## src/rtl/esp32_osd_cmd_if.sv

```systemverilog
// SPI receive handshake and OSD buffer write bus for the ESP32 OSD command writer.
interface esp32_osd_cmd_if;
  logic        spi_frame;
  logic [7:0]  rx_byte;
  logic        rx_valid;
  logic        rx_ready;
  logic [11:0] wr_addr;
  logic [7:0]  wr_data;
  logic        wr_en;

  modport master (
    output spi_frame, rx_byte, rx_valid,
    input  rx_ready, wr_addr, wr_data, wr_en
  );

  modport slave (
    input  spi_frame, rx_byte, rx_valid,
    output rx_ready, wr_addr, wr_data, wr_en
  );
endinterface

```

## src/rtl/esp32_osd_cmd_writer.sv

```systemverilog
// Decodes SPI command frames into OSD buffer writes, overlay control and clear.
// Optional CLEAR command (opcode 0x02) is built only when ESP32_OSD_CLEAR_EN is defined.
module esp32_osd_cmd_writer (
  input  logic                  clk_sys,
  input  logic                  rst_n,
  esp32_osd_cmd_if.slave        bus,
  output logic                  osd_enable,
  output logic                  busy,
  output logic [7:0]            err_cnt
);

`ifdef ESP32_OSD_CLEAR_EN
  typedef enum logic [2:0] {IDLE, ADDR_HI, ADDR_LO, DATA, CTRL, DISCARD, CLEAR} state_t;
`else
  typedef enum logic [2:0] {IDLE, ADDR_HI, ADDR_LO, DATA, CTRL, DISCARD} state_t;
`endif

  state_t      state, next;
  logic [11:0] ptr;
  logic        accept;
  logic        known_op;

  always_comb begin
    accept   = bus.spi_frame && bus.rx_valid && bus.rx_ready;
`ifdef ESP32_OSD_CLEAR_EN
    known_op = (bus.rx_byte == 8'h01) || (bus.rx_byte == 8'h02) || (bus.rx_byte == 8'h03);
    busy     = (state == CLEAR);
`else
    known_op = (bus.rx_byte == 8'h01) || (bus.rx_byte == 8'h03);
    busy     = 1'b0;
`endif
    bus.rx_ready = ~busy;
  end

  always_ff @(posedge clk_sys or negedge rst_n) begin
    if (!rst_n) state <= IDLE;
    else        state <= next;
  end

  always_comb begin
    next = state;
    case (state)
      IDLE: begin
        if (accept) begin
          case (bus.rx_byte)
            8'h01:   next = ADDR_HI;
`ifdef ESP32_OSD_CLEAR_EN
            8'h02:   next = CLEAR;
`endif
            8'h03:   next = CTRL;
            default: next = DISCARD;
          endcase
        end
      end
      ADDR_HI: if (accept) next = ADDR_LO;
      ADDR_LO: if (accept) next = DATA;
      CTRL:    if (accept) next = DISCARD;
`ifdef ESP32_OSD_CLEAR_EN
      CLEAR:   if (bus.wr_addr == 12'hFFF) next = IDLE;
`endif
      default: next = state;
    endcase
    // Frame end aborts everything except a clear, which always completes.
`ifdef ESP32_OSD_CLEAR_EN
    if (!bus.spi_frame && state != CLEAR) next = IDLE;
`else
    if (!bus.spi_frame) next = IDLE;
`endif
  end

  always_ff @(posedge clk_sys or negedge rst_n) begin
    if (!rst_n) begin
      ptr         <= '0;
      bus.wr_addr <= '0;
      bus.wr_data <= '0;
      bus.wr_en   <= 1'b0;
      osd_enable  <= 1'b0;
      err_cnt     <= '0;
    end else begin
      bus.wr_en <= 1'b0;
      case (state)
        IDLE: begin
          if (accept) begin
            if (!known_op && err_cnt != 8'hFF) err_cnt <= err_cnt + 8'd1;
`ifdef ESP32_OSD_CLEAR_EN
            // First clear write is issued on the cycle CLEAR is entered.
            if (bus.rx_byte == 8'h02) begin
              bus.wr_en   <= 1'b1;
              bus.wr_addr <= '0;
              bus.wr_data <= 8'h20;
            end
`endif
          end
        end
        ADDR_HI: if (accept) ptr[11:8] <= bus.rx_byte[3:0];
        ADDR_LO: if (accept) ptr[7:0]  <= bus.rx_byte;
        DATA: begin
          if (accept) begin
            bus.wr_en   <= 1'b1;
            bus.wr_addr <= ptr;
            bus.wr_data <= bus.rx_byte;
            ptr         <= ptr + 12'd1;
          end
        end
        CTRL: if (accept) osd_enable <= bus.rx_byte[0];
`ifdef ESP32_OSD_CLEAR_EN
        CLEAR: begin
          if (bus.wr_addr != 12'hFFF) begin
            bus.wr_en   <= 1'b1;
            bus.wr_addr <= bus.wr_addr + 12'd1;
          end
        end
`endif
        default: ;
      endcase
    end
  end

endmodule

```

## src/flat_wrapper.sv

```systemverilog
// flat-port wrapper written by rule: the top's interface ports become plain ports
module esp32_osd_cmd_writer_flat 
  (clk_sys, rst_n, osd_enable, busy, err_cnt, bus_spi_frame, bus_rx_byte, bus_rx_valid, bus_rx_ready, bus_wr_addr, bus_wr_data, bus_wr_en);
  esp32_osd_cmd_if bus_i ();
  input  logic clk_sys;
  input  logic rst_n;
  output logic osd_enable;
  output logic busy;
  output logic [7:0] err_cnt;
  input wire logic [$bits(bus_i.spi_frame)-1:0] bus_spi_frame;
  input wire logic [$bits(bus_i.rx_byte)-1:0] bus_rx_byte;
  input wire logic [$bits(bus_i.rx_valid)-1:0] bus_rx_valid;
  output wire logic [$bits(bus_i.rx_ready)-1:0] bus_rx_ready;
  output wire logic [$bits(bus_i.wr_addr)-1:0] bus_wr_addr;
  output wire logic [$bits(bus_i.wr_data)-1:0] bus_wr_data;
  output wire logic [$bits(bus_i.wr_en)-1:0] bus_wr_en;
  assign bus_i.spi_frame = bus_spi_frame;
  assign bus_i.rx_byte = bus_rx_byte;
  assign bus_i.rx_valid = bus_rx_valid;
  assign bus_rx_ready = bus_i.rx_ready;
  assign bus_wr_addr = bus_i.wr_addr;
  assign bus_wr_data = bus_i.wr_data;
  assign bus_wr_en = bus_i.wr_en;
  esp32_osd_cmd_writer u_core (.clk_sys(clk_sys), .rst_n(rst_n), .bus(bus_i), .osd_enable(osd_enable), .busy(busy), .err_cnt(err_cnt));
endmodule
```

## config.mk

```make
export PLATFORM = sky130hd
export DESIGN_NAME = esp32_osd_cmd_writer_flat
export DESIGN_NICKNAME = d
export VERILOG_FILES = /design/src/rtl/esp32_osd_cmd_if.sv /design/src/rtl/esp32_osd_cmd_writer.sv /design/src/flat_wrapper.sv
export SDC_FILE = /design/constraint.sdc
export NUM_CORES = 1
export LEC_CHECK = 0
export BUFFER_PORTS_ARGS = -buffer_cell sky130_fd_sc_hd__buf_2
export CORE_MARGIN = 2
export CORE_UTILIZATION = 47
export DETAILED_ROUTE_END_ITERATION = 8
export GPL_TIMING_DRIVEN = 0
export PLACE_DENSITY = 0.74
export SYNTH_ARGS = -nofsm -noshare
export SYNTH_HDL_FRONTEND = slang
export SYNTH_SLANG_ARGS = --single-unit
export TNS_END_PERCENT = 5
```

## constraint.sdc

```tcl
create_clock -name clk_sys -period 1.7 [get_ports clk_sys]
set_input_delay 0.34 -clock clk_sys [delete_from_list [all_inputs] [get_ports clk_sys]]
set_output_delay 0.34 -clock clk_sys [all_outputs]
set_load 0.005 [all_outputs]
```

# == After elaboration in Yosys (flattened, before gate mapping) ==
# Index checks and enable logic that the tools add are counted.
# op_classes
addsub,2
n_eq_ne,15
n_mux,14
reduce_logical,13
# op_table
cell,count
one-hot mux 8 bit (2 select lines),1
2-to-1 mux 3 bit,5
"adder 12 x 1 -> 12 bit, second input constant",1
2-to-1 mux 12 bit,1
"inequality test 3 x 2 -> 1 bit, second input constant",4
one-hot mux 3 bit (4 select lines),1
AND reduction 3 bit,3
"adder 8 x 1 -> 8 bit, second input constant",1
"equality test 8 x 1 -> 1 bit, second input constant",1
"equality test 8 x 2 -> 1 bit, second input constant",1
2-to-1 mux 8 bit,1
"inequality test 8 bit, second input constant",1
one-hot mux 4 bit (2 select lines),1
"equality test 3 x 2 -> 1 bit, second input constant",2
"inequality test 2 x 1 -> 1 bit, second input constant",3
one-hot mux 3 bit (2 select lines),1
"inequality test 5 x 1 -> 1 bit, second input constant",1
AND reduction 5 bit,1
2-to-1 mux 4 bit,1
AND reduction 2 bit,2
nonzero test 2 bit,2
"equality test 3 x 1 -> 1 bit, second input constant",1
"equality test 3 bit, second input constant",1
logical NOT 3 bit,1
other kinds (4),6
# totals
regBits,45
word_cells,52

# == Longest topological paths before layout ==
# Gate-level depths: netlist (run 1).
# logic_depth
ltp_word,5
depth_mapped,7
depth_no_buf,5

# == Worst setup path before layout (run 1) ==
# No wires, ideal clock.
# synth_timing
kind,register to register
from,register u_core.state[1]
to,register u_core.err_cnt[1]
setup_ps,128
arrival_ps,1488
slack_ps,85
stages_incl_launch_ff,6
synth_period_minus_slack_ps,1615
cell_sequence,dfrtp_1 buf_6 or2_0 a211o_4 nor2_1 mux2_1
# synth_between
elab_chain_cells,2
# synth_lines
element,line_no,rtl
from (decl),esp32_osd_cmd_writer.sv:18,"state_t state, next;"
from (signal assigned),esp32_osd_cmd_writer.sv:37,else state <= next;
logical NOT 3 bit,esp32_osd_cmd_writer.sv:81,case (state)
AND reduction 3 bit (no line),--,
to (signal assigned),esp32_osd_cmd_writer.sv:84,if (!known_op && err_cnt != 8'hFF) err_cnt <= err_cnt + 8'd1;
to (decl),esp32_osd_cmd_writer.sv:9,output logic [7:0] err_cnt
# Every way passes these cells.
# A chain may end at the register's enable or synchronous reset.

# == Worst setup path in the final report (run 1) ==
# layout_timing
from,register u_core.state[2]
to,register u_core.err_cnt[6]
# The elaborated chain is that of the path after synthesis.

==> impl_metrics.yaml, run 1 <==
timing:
  relSlewSlack_pct: 34.3
  setup_tns_ns: 0
  max_freq_mhz: 596
  fin_crit_sh_pct: 98.7
  worst_pin_slew_ns: 0.985
  final.setup_skew_ns: 0.00823
  fin_crit_ns: 1.68
  drv_slew: 0
  hold_viol: 0
  rsz0062_at_grt: "yes"
  finalSetupViolations: 0
flow_run:
  maxCapViolations: 0
power_and_ir_drop:
  power_density_mw_per_mm2: 1160
  p_leak_nw: 1.34
  peakVddDrop_mv: 0.715
  finalPower_w: 0.00302
logic_synthesis:
  synthSimpleGateAreaFrac_pct: 27.2
  synth.net_count: 256
  synth_top_cell_area_share_pct: 51.3
  synth_edf_count: 0
  synth_compound_area_share_pct: 12.0
  synth-seq-cells: 45
  synthMuxAreaShare_pct: 2.05
  synth.area.top_cells: "dfrtp_1 (51%), nand2_1 (12%), nor2_1 (2.2%), nand3_1 (2.1%), o21ai_0 (1.8%)"
  synth_top_family_by_area: "simple AND/OR/NAND/NOR gates"
  synth_ff_type: "dfrtp_1"
  yosysSeqAreaShare_pct: 51.3
  yosysTopAreaCell: "dfrtp_1"
  synth_warnings: 0
  synthArstFlopShare_pct: 100
  synth_cell_type_count: 46
  synth-adder-area-share_pct: 1.14
  syn_inst: 242
  syn_area_mm2: 0.00220
  synth_common_cells: "nand2_1 (73), dfrtp_1 (45), nor2_1 (13)"
  synth_most_common_cell: "nand2_1"
  synth_xor_area_share_pct: 1.60
  avgSynthCellArea_um2: 9.07
floorplan:
  dieArea_mm2: 0.00523
  die_h_um: 72.4
  rows: 24
  die_w_um: 72.4
  core_area_mm2: 0.00441
  start_util_pct: 49.7
  io_pins: 44
setup_path:
  criticalPathCategory: "register to register"
  crit_required_ns: 1.89
  crit_path_end_kind: "register"
  worstPathCellList: "buf_2 -> nand3b_4 -> a211o_4 -> nor3_2 -> mux2_2"
  slowest_delay_ns: 0.39
  critical_path.top_delay_family: "flip-flops"
  critical_path_peak_fanout: 10
  path_buf_inv: 1
  slowest_stage: "dfrtp_1"
  crit_path_start_kind: "register"
  crit_arrival_ns: 1.87
route:
  vias_per_cell: 5.50
  drt.antenna.violating_nets: 0
  drtPass1Iterations: 4
  wl_met2_um: 2260
  drtIter0Drc: 141
  vias: 1874
  wl_met1_um: 2150
  drcViolationCount: 0
  topRoutingLayerUsed: "met4"
  wl_met3_um: 294
  routed_wl_um: 4770
  routedWlPerCell_um: 14.0
placed_design:
  placed_area_mm2: 0.00246
  numPortBuffers: 40
  hpwl_um: 3310
  gp_congestion: 0.881
run_status:
  status: "finished, final reports clean"
clock_tree:
  holdBufCountCts: 0
  cts_tree: "done"
  clk_pin_slew_worst_paths_ns: 0.08
  worstSkewPairLatency_ns: 0.30
  root_buffer: "clkbuf_8"
  cts_sinks: 45
  post_cts_buffers: 0
  numCtsBuffers: 5
  htreeDepth: 2
  clockBufferDepth: 2
cells_and_area:
  area_delta_synth_final_pct: 18.3
  final_cell_area_mm2: 0.00260
  final-seq-area_mm2: 0.00113
  post-route-util_pct: 58.8
  fillers: 415
  diodes: 0
  multi_input_area_mm2: 0.00101
  layout-drive-gt1-share_pct: 24.2
  fin_nets: 302
grt:
  grt_max_degree: 46
  antenna_found_initial: 0
  grt.overflow.total: 0
  grt_pass1_vias: 1818
  grt_pass1_wl_um: 8280
  grtUsageTotal_pct: 20.0
hold_path:
  hp-class: "input port to asynchronous set/reset pin"
[cell usage in the layout, fill, tap and decap left out, types with 5 or more instances in the layout]
master / instances
o21ai_0: 8
nand3_1: 9
buf_2: 44
nand2_1: 73
nor2_1: 11
dfrtp_1: 45
clkbuf_8: 7
a21oi_1: 7
nor3_1: 5
nand4_1: 5
[layer usage]
layer / vias to the layer above / GRT usage (%)
met3: 8 / 4.86
met4: 0 / 5.45
li1: 923 / -
met2: 49 / 33.5
met1: 894 / 26.0
met5: - / 0
[report_power, final]
group	switching (W)	internal, W	total, W
clock	0.000348	0.000367	0.000715
sequential	0.000287	0.00133	0.00162
combinational	0.000348	0.000343	0.000691
[through the flow]
stage,setup WS (ns),cells,hold WS (ns)
after global routing,-0.0282,341,0.285
after floorplan,0.0845,242,0.0444
after global placement,-0.0838,334,0.452
after detailed placement,-0.0965,334,0.458
final,0.0220,341,0.199
after CTS,0.00942,342,0.238
[area by class of cell]
class                           instances  area share [%]
Sequential cell                        45            43.4
Multi-Input combinational cell        177            38.9
Timing Repair Buffer                   40            7.71
Clock buffer                            7            3.71
Buffer                                 14            2.94
Tap cell                               52            2.50
Inverter                                5           0.723
Clock inverter                          1           0.193
[path summary, 6_finish.rpt]
check | startpoint | endpoint | slack, ns | depth (start not counted)
max in group asynchronous | rst_n | u_core.state[1] | 0.89 | 1
setup / recovery | u_core.state[2] | u_core.err_cnt[6] | 0.02 | 5
min in group clk_sys | bus_rx_byte[7] | u_core.bus.wr_data[7] | 0.28 | 3
setup reg to reg | u_core.state[2] | u_core.err_cnt[6] | 0.02 | 5
hold reg to reg | u_core.bus.wr_data[4] | u_core.bus.wr_data[4] | 0.47 | 2
hold / removal | rst_n | u_core.bus.wr_addr[5] | 0.20 | 1
[sequential cells by signal, summed over array words and instances, names as in the netlist]
name                cells
u_core.bus.wr_addr     12
u_core.bus.wr_data      8
u_core.bus.wr_en        1
u_core.err_cnt          8
u_core.osd_enable       1
u_core.ptr             12
u_core.state            3
[timing repair]
action                                  CTS  global route
resized for setup                         4             7
pin swaps                                 0             2
endpoints found under the setup margin    4            23
[worst register-to-register path, stage by stage (launching register included)]
cell	delay (ns)
dfrtp_1	0.39
buf_2	0.17
nand3b_4	0.16
a211o_4	0.37
nor3_2	0.14
mux2_2	0.35
[logic make-up (layout without fill, tap and decap cells)]
family,Yosys count,in the layout
other,2,2
adders and majority gates,2,2
DFF,45,45
muxes,4,4
buffers and inverters,20,67
AOI/OAI and AO/OA,38,38
and+or+nand+nor,127,127
xor gates and xnor gates,4,4
No activity file was read; power rests on OpenSTA's default activity.
==> inputs of run 2 (changes only) <==
CORE_UTILIZATION = 49   (was 47)
PLACE_DENSITY = 0.76   (was 0.74)
RECOVER_POWER = 25   (was not set)
==> run 2 against run 1 <==
  * Critical path depth stayed put
  * Fmax is 0.66% lower
  * Sequential power hardly changed
  * Global-route usage is 1.1 points higher
  * Highest routed layer unchanged
  * First-iteration DRC count is 5.7% higher
  * Sequential cell count stayed put
  * Via count is 1.3% higher
  * Critical path type unchanged
  * Die area is 3.9% lower
  * Utilization is 2.0 points higher
  * Register-to-register slack hardly changed
  * Clock skew is 0.0013 ns lower
==> impl_metrics.yaml, run 2 (synthesized netlist as in run 1, its figures left out) <==
run_status:
  status: "finished, final reports clean"
clock_tree:
  worstSkewPairLatency_ns: 0.30
  root_buffer: "clkbuf_8"
  cts_sinks: 45
  numCtsBuffers: 5
  cts_tree: "done"
  clockBufferDepth: 2
  htreeDepth: 2
  clk_pin_slew_worst_paths_ns: 0.08
  post_cts_buffers: 0
placed_design:
  placed_area_mm2: 0.00246
  gp_congestion: 0.893
  dp_cells: 334
  numPortBuffers: 40
  hpwl_um: 3310
timing:
  fin_crit_ns: 1.69
  final.setup_skew_ns: 0.00691
  drv_slew: 0
  finalSetupViolations: 0
  rsz0062_at_grt: "yes"
  fin_crit_sh_pct: 99.4
  relSlewSlack_pct: 25.5
  worst_pin_slew_ns: 1.12
  hold_viol: 0
  max_freq_mhz: 592
setup_path:
  criticalPathCategory: "register to register"
  crit_path_end_kind: "register"
  crit_required_ns: 1.88
  crit_path_start_kind: "register"
  critical_path_peak_fanout: 10
  crit_arrival_ns: 1.87
grt:
  grt_pass1_vias: 1822
  grt.overflow.total: 0
  grtUsageTotal_pct: 21.2
  antenna_found_initial: 0
  grt_pass1_wl_um: 8410
  grt_max_degree: 46
floorplan:
  io_pins: 44
  die_w_um: 70.9
  core_area_mm2: 0.00432
  start_util_pct: 50.8
  dieArea_mm2: 0.00503
  rows: 24
  die_h_um: 70.9
route:
  drt.antenna.violating_nets: 0
  drtIter0Drc: 149
  vias_per_cell: 5.57
  drtPass1Iterations: 5
  vias: 1898
  drcViolationCount: 0
  routed_wl_um: 4790
  routedWlPerCell_um: 14.1
cells_and_area:
  layout-drive-gt1-share_pct: 24.9
  diodes: 0
  final_cell_mix: "nand2_1 (72), dfrtp_1 (44), buf_2 (42)"
  area_delta_synth_final_pct: 19.8
  final_cells: 341
  final_cell_area_mm2: 0.00263
  fin_nets: 302
  final_common_cell: "nand2_1"
  top_regs: "u_core.bus.wr_addr: 12 flops, u_core.ptr: 12 flops"
hold_path:
  hp-class: "input port to asynchronous set/reset pin"
power_and_ir_drop:
  peakVddDrop_mv: 0.500
  p_leak_nw: 1.34
  power_density_mw_per_mm2: 1210
flow_run:
  maxCapViolations: 0
==> run 2: worst max-delay path: stages, from the launching register on <==
cell,delay (ns)
dfrtp_1,0.36
buf_2,0.17
or2_0,0.22
a211o_4,0.33
nor2_2,0.17
mux2_1,0.33
==> run 2: area by class of cell <==
cell class                 count  area (um2)
fill                         407        1690
sequential                    45        1130
multi-input combinational    177        1020
timing repair buffer          40         200
clock buffer                   7        86.3
buffer                        14        77.6
tap                           52        65.1
clock inverter                 1        30.0
inverter                       5        18.8
==> run 2: what timing repair did <==
action                                  4_1_cts  5_1_grt
gates resized for setup                       3       12
endpoints found under the setup margin        3       25
pin swaps                                     0        1
hold buffers                                  0        0
==> run 2: routing by layer <==
metal	part of all wire (%)	track usage, %	vias up	routed length (um)
li1	-	-	925	-
met1	46	27.1	917	2190
met2	48	35.0	45	2310
met3	4.3	4.42	11	208
met4	1.8	9.01	0	87
met5	0	0	-	0
==> run 2: power breakdown <==
group	leakage, nW	total [W]	internal, W	switching (W)
clock network	0.0585	0.000832	0.000479	0.000353
logic	0.708	0.000725	0.000352	0.000373
registers	0.574	0.00161	0.00133	0.000283
total	1.34	0.00317	0.00216	0.00101
==> run 2: path summary, 6_finish.rpt <==
path,startpoint,endpoint,slack [ns],cells past startpoint
setup / recovery,u_core.state[0],u_core.err_cnt[1],0.01,5
hold / removal,rst_n,u_core.bus.wr_addr[5],0.24,1
setup reg to reg,u_core.state[0],u_core.err_cnt[1],0.01,5
hold reg to reg,u_core.bus.wr_addr[5],u_core.bus.wr_addr[5],0.47,2
max in group asynchronous,rst_n,u_core.ptr[0],0.71,1
min in group clk_sys,bus_rx_byte[7],u_core.bus.wr_data[7],0.26,3
==> run 2: through the flow <==
step | setup slack [ns] | hold slack, ns | total power (W) | setup TNS (ns) | util, %
2_1_floorplan | 0.0845 | 0.0444 | 0.00199 | 0 | -
3_3_place_gp | -0.0779 | 0.452 | 0.00228 | -0.112 | 56.9
3_5_place_dp | -0.107 | 0.457 | 0.00231 | -0.217 | 56.9
4_1_cts | -0.00497 | 0.247 | 0.00316 | -0.00497 | 59.9
5_1_grt | -0.0667 | 0.289 | 0.00339 | -0.157 | 60.8
6_report | 0.0108 | 0.242 | 0.00317 | 0 | 60.8
==> inputs of run 3 (changes only) <==
clock period = 1.5 ns   (was 1.7 ns; I/O delays follow)
==> run 3 against run 2 <==
  * The flow now finishes with violations (negative setup slack)
  * Cell count up 0.29%
  * Routed wire length about the same
  * Clock power down 9.6%
  * Worst hold slack worse by 0.047 ns
  * Sequential power up 14%
  * Worst setup slack worse by 0.18 ns
  * Die area unchanged
  * Largest power group unchanged
==> impl_metrics.yaml, run 3 (synthesized netlist as in run 1, its figures left out) <==
placed_design:
  numPortBuffers: 40
  gp_congestion: 0.888
  dp_cells: 334
  hpwl_um: 3390
  placed_area_mm2: 0.00247
floorplan:
  start_util_pct: 50.8
  core_area_mm2: 0.00432
  dieArea_mm2: 0.00503
  die_w_um: 70.9
  io_pins: 44
  die_h_um: 70.9
  rows: 24
timing:
  finalSetupViolations: 7
  fin_crit_sh_pct: 112
  rsz0062_at_grt: "yes"
  hold_viol: 0
  max_freq_mhz: 597
  final.setup.worst_slack_ns: -0.174
  relSlewSlack_pct: 26.9
  worst_pin_slew_ns: 1.10
  fin_crit_ns: 1.67
  final.setup_skew_ns: 0.00919
  fin_hold_ws_ns: 0.195
  drv_slew: 0
cells_and_area:
  post-route-util_pct: 61.6
  final_common_cell: "nand2_1"
  layout-drive-gt1-share_pct: 28.3
  fin_nets: 303
  final_cell_mix: "nand2_1 (72), dfrtp_1 (44), buf_2 (41)"
  final_cells: 342
  area_delta_synth_final_pct: 21.3
  top_regs: "u_core.bus.wr_addr: 12 flops, u_core.ptr: 12 flops"
  final_cell_area_mm2: 0.00266
  diodes: 0
route:
  drcViolationCount: 0
  drtPass1Iterations: 4
  drt.antenna.violating_nets: 0
  routedWlPerCell_um: 14.0
  vias: 1897
  routed_wl_um: 4800
  drtIter0Drc: 96
  vias_per_cell: 5.55
run_status:
  violations: "negative setup slack"
  status: "finished with violations"
clock_tree:
  holdBufCountCts: 0
  worstSkewPairLatency_ns: 0.30
  root_buffer: "clkbuf_8"
  clockBufferDepth: 2
  numCtsBuffers: 5
  cts_tree: "done"
  clk_pin_slew_worst_paths_ns: 0.09
  htreeDepth: 2
  cts_sinks: 45
grt:
  grtUsageTotal_pct: 20.8
  antenna_found_initial: 0
  grt_pass1_vias: 1834
  grt_max_degree: 46
  grt_pass1_wl_um: 8420
  grt.overflow.total: 0
setup_path:
  crit_path_end_kind: "register"
  crit_path_start_kind: "register"
  critical_path_peak_fanout: 10
  crit_required_ns: 1.68
  crit_arrival_ns: 1.86
  criticalPathCategory: "register to register"
power_and_ir_drop:
  power_density_mw_per_mm2: 1280
  sw_frac_of_total_pct: 34.0
  finalPower_w: 0.00342
  peakVddDrop_mv: 0.844
  p_leak_nw: 1.37
  p_sw_w: 0.00116
  p_seq_share_pct: 53.7
  pwr-share-comb_pct: 24.3
  clkPwrFrac_pct: 22.0
  internal-power_w: 0.00226
hold_path:
  hp-class: "input port to asynchronous set/reset pin"
flow_run:
  maxCapViolations: 0
==> run 3: critical path: stages, from the launching register on <==
cell	delay, ns
dfrtp_1	0.39
clkbuf_8	0.16
nand3b_4	0.15
a211o_4	0.38
nor2_1	0.14
mux2_2	0.34
==> run 3: metal layers <==
metal | vias to the layer above | part of all wire [%] | wire length, um | GRT usage (%)
li1 | 929 | - | - | -
met3 | 5 | 6.0 | 287 | 4.70
met2 | 60 | 48 | 2330 | 34.1
met1 | 903 | 45 | 2150 | 27.4
met5 | - | 0 | 0 | 0
met4 | 0 | 0.81 | 39 | 7.13
==> run 3: worst paths after layout <==
path                                       startpoint                    end  slack (ns)  cells past startpoint
worst max-delay path                  u_core.state[2]      u_core.err_cnt[4]       -0.17                      5
min in group clk_sys                   bus_rx_byte[7]  u_core.bus.wr_data[7]        0.22                      3
worst min register to register  u_core.bus.wr_addr[5]  u_core.bus.wr_addr[5]        0.47                      2
worst max register to register        u_core.state[2]      u_core.err_cnt[4]       -0.17                      5
worst min-delay path                            rst_n  u_core.bus.wr_addr[2]        0.19                      1
max in group asynchronous                       rst_n          u_core.ptr[0]        0.58                      1
==> run 3: final cells by class <==
class	instances	area (um2)
Buffer	15	113
Clock buffer	5	68.8
Clock inverter	3	21.3
Fill cell	399	1660
Inverter	5	18.8
Multi-Input combinational cell	177	1050
Sequential cell	45	1130
Tap cell	52	65.1
Timing Repair Buffer	40	200
==> run 3: through the flow <==
stage | setup TNS, ns | setup slack (ns)
after CTS | -0.709 | -0.158
final | -0.802 | -0.174
after detailed placement | -4.64 | -0.266
after floorplan | -0.324 | -0.0760
after global routing | -1.46 | -0.237
after global placement | -3.66 | -0.249
==> run 3: what timing repair did <==
item,in CTS,in global routing
gates resized for setup,16,18
endpoints found under the setup margin,37,18
gates cloned,0,0
pin swaps,2,2
setup buffers,0,0
==> run 3: power groups by stage <==
stage          registers [W]  clock network, W  logic (W)
2_1_floorplan        0.00179                 0   0.000468
3_3_place_gp         0.00183                 0   0.000762
3_5_place_dp         0.00185                 0   0.000778
4_1_cts              0.00182          0.000765   0.000817
5_1_grt              0.00189          0.000808   0.000960
6_report             0.00184          0.000752   0.000833
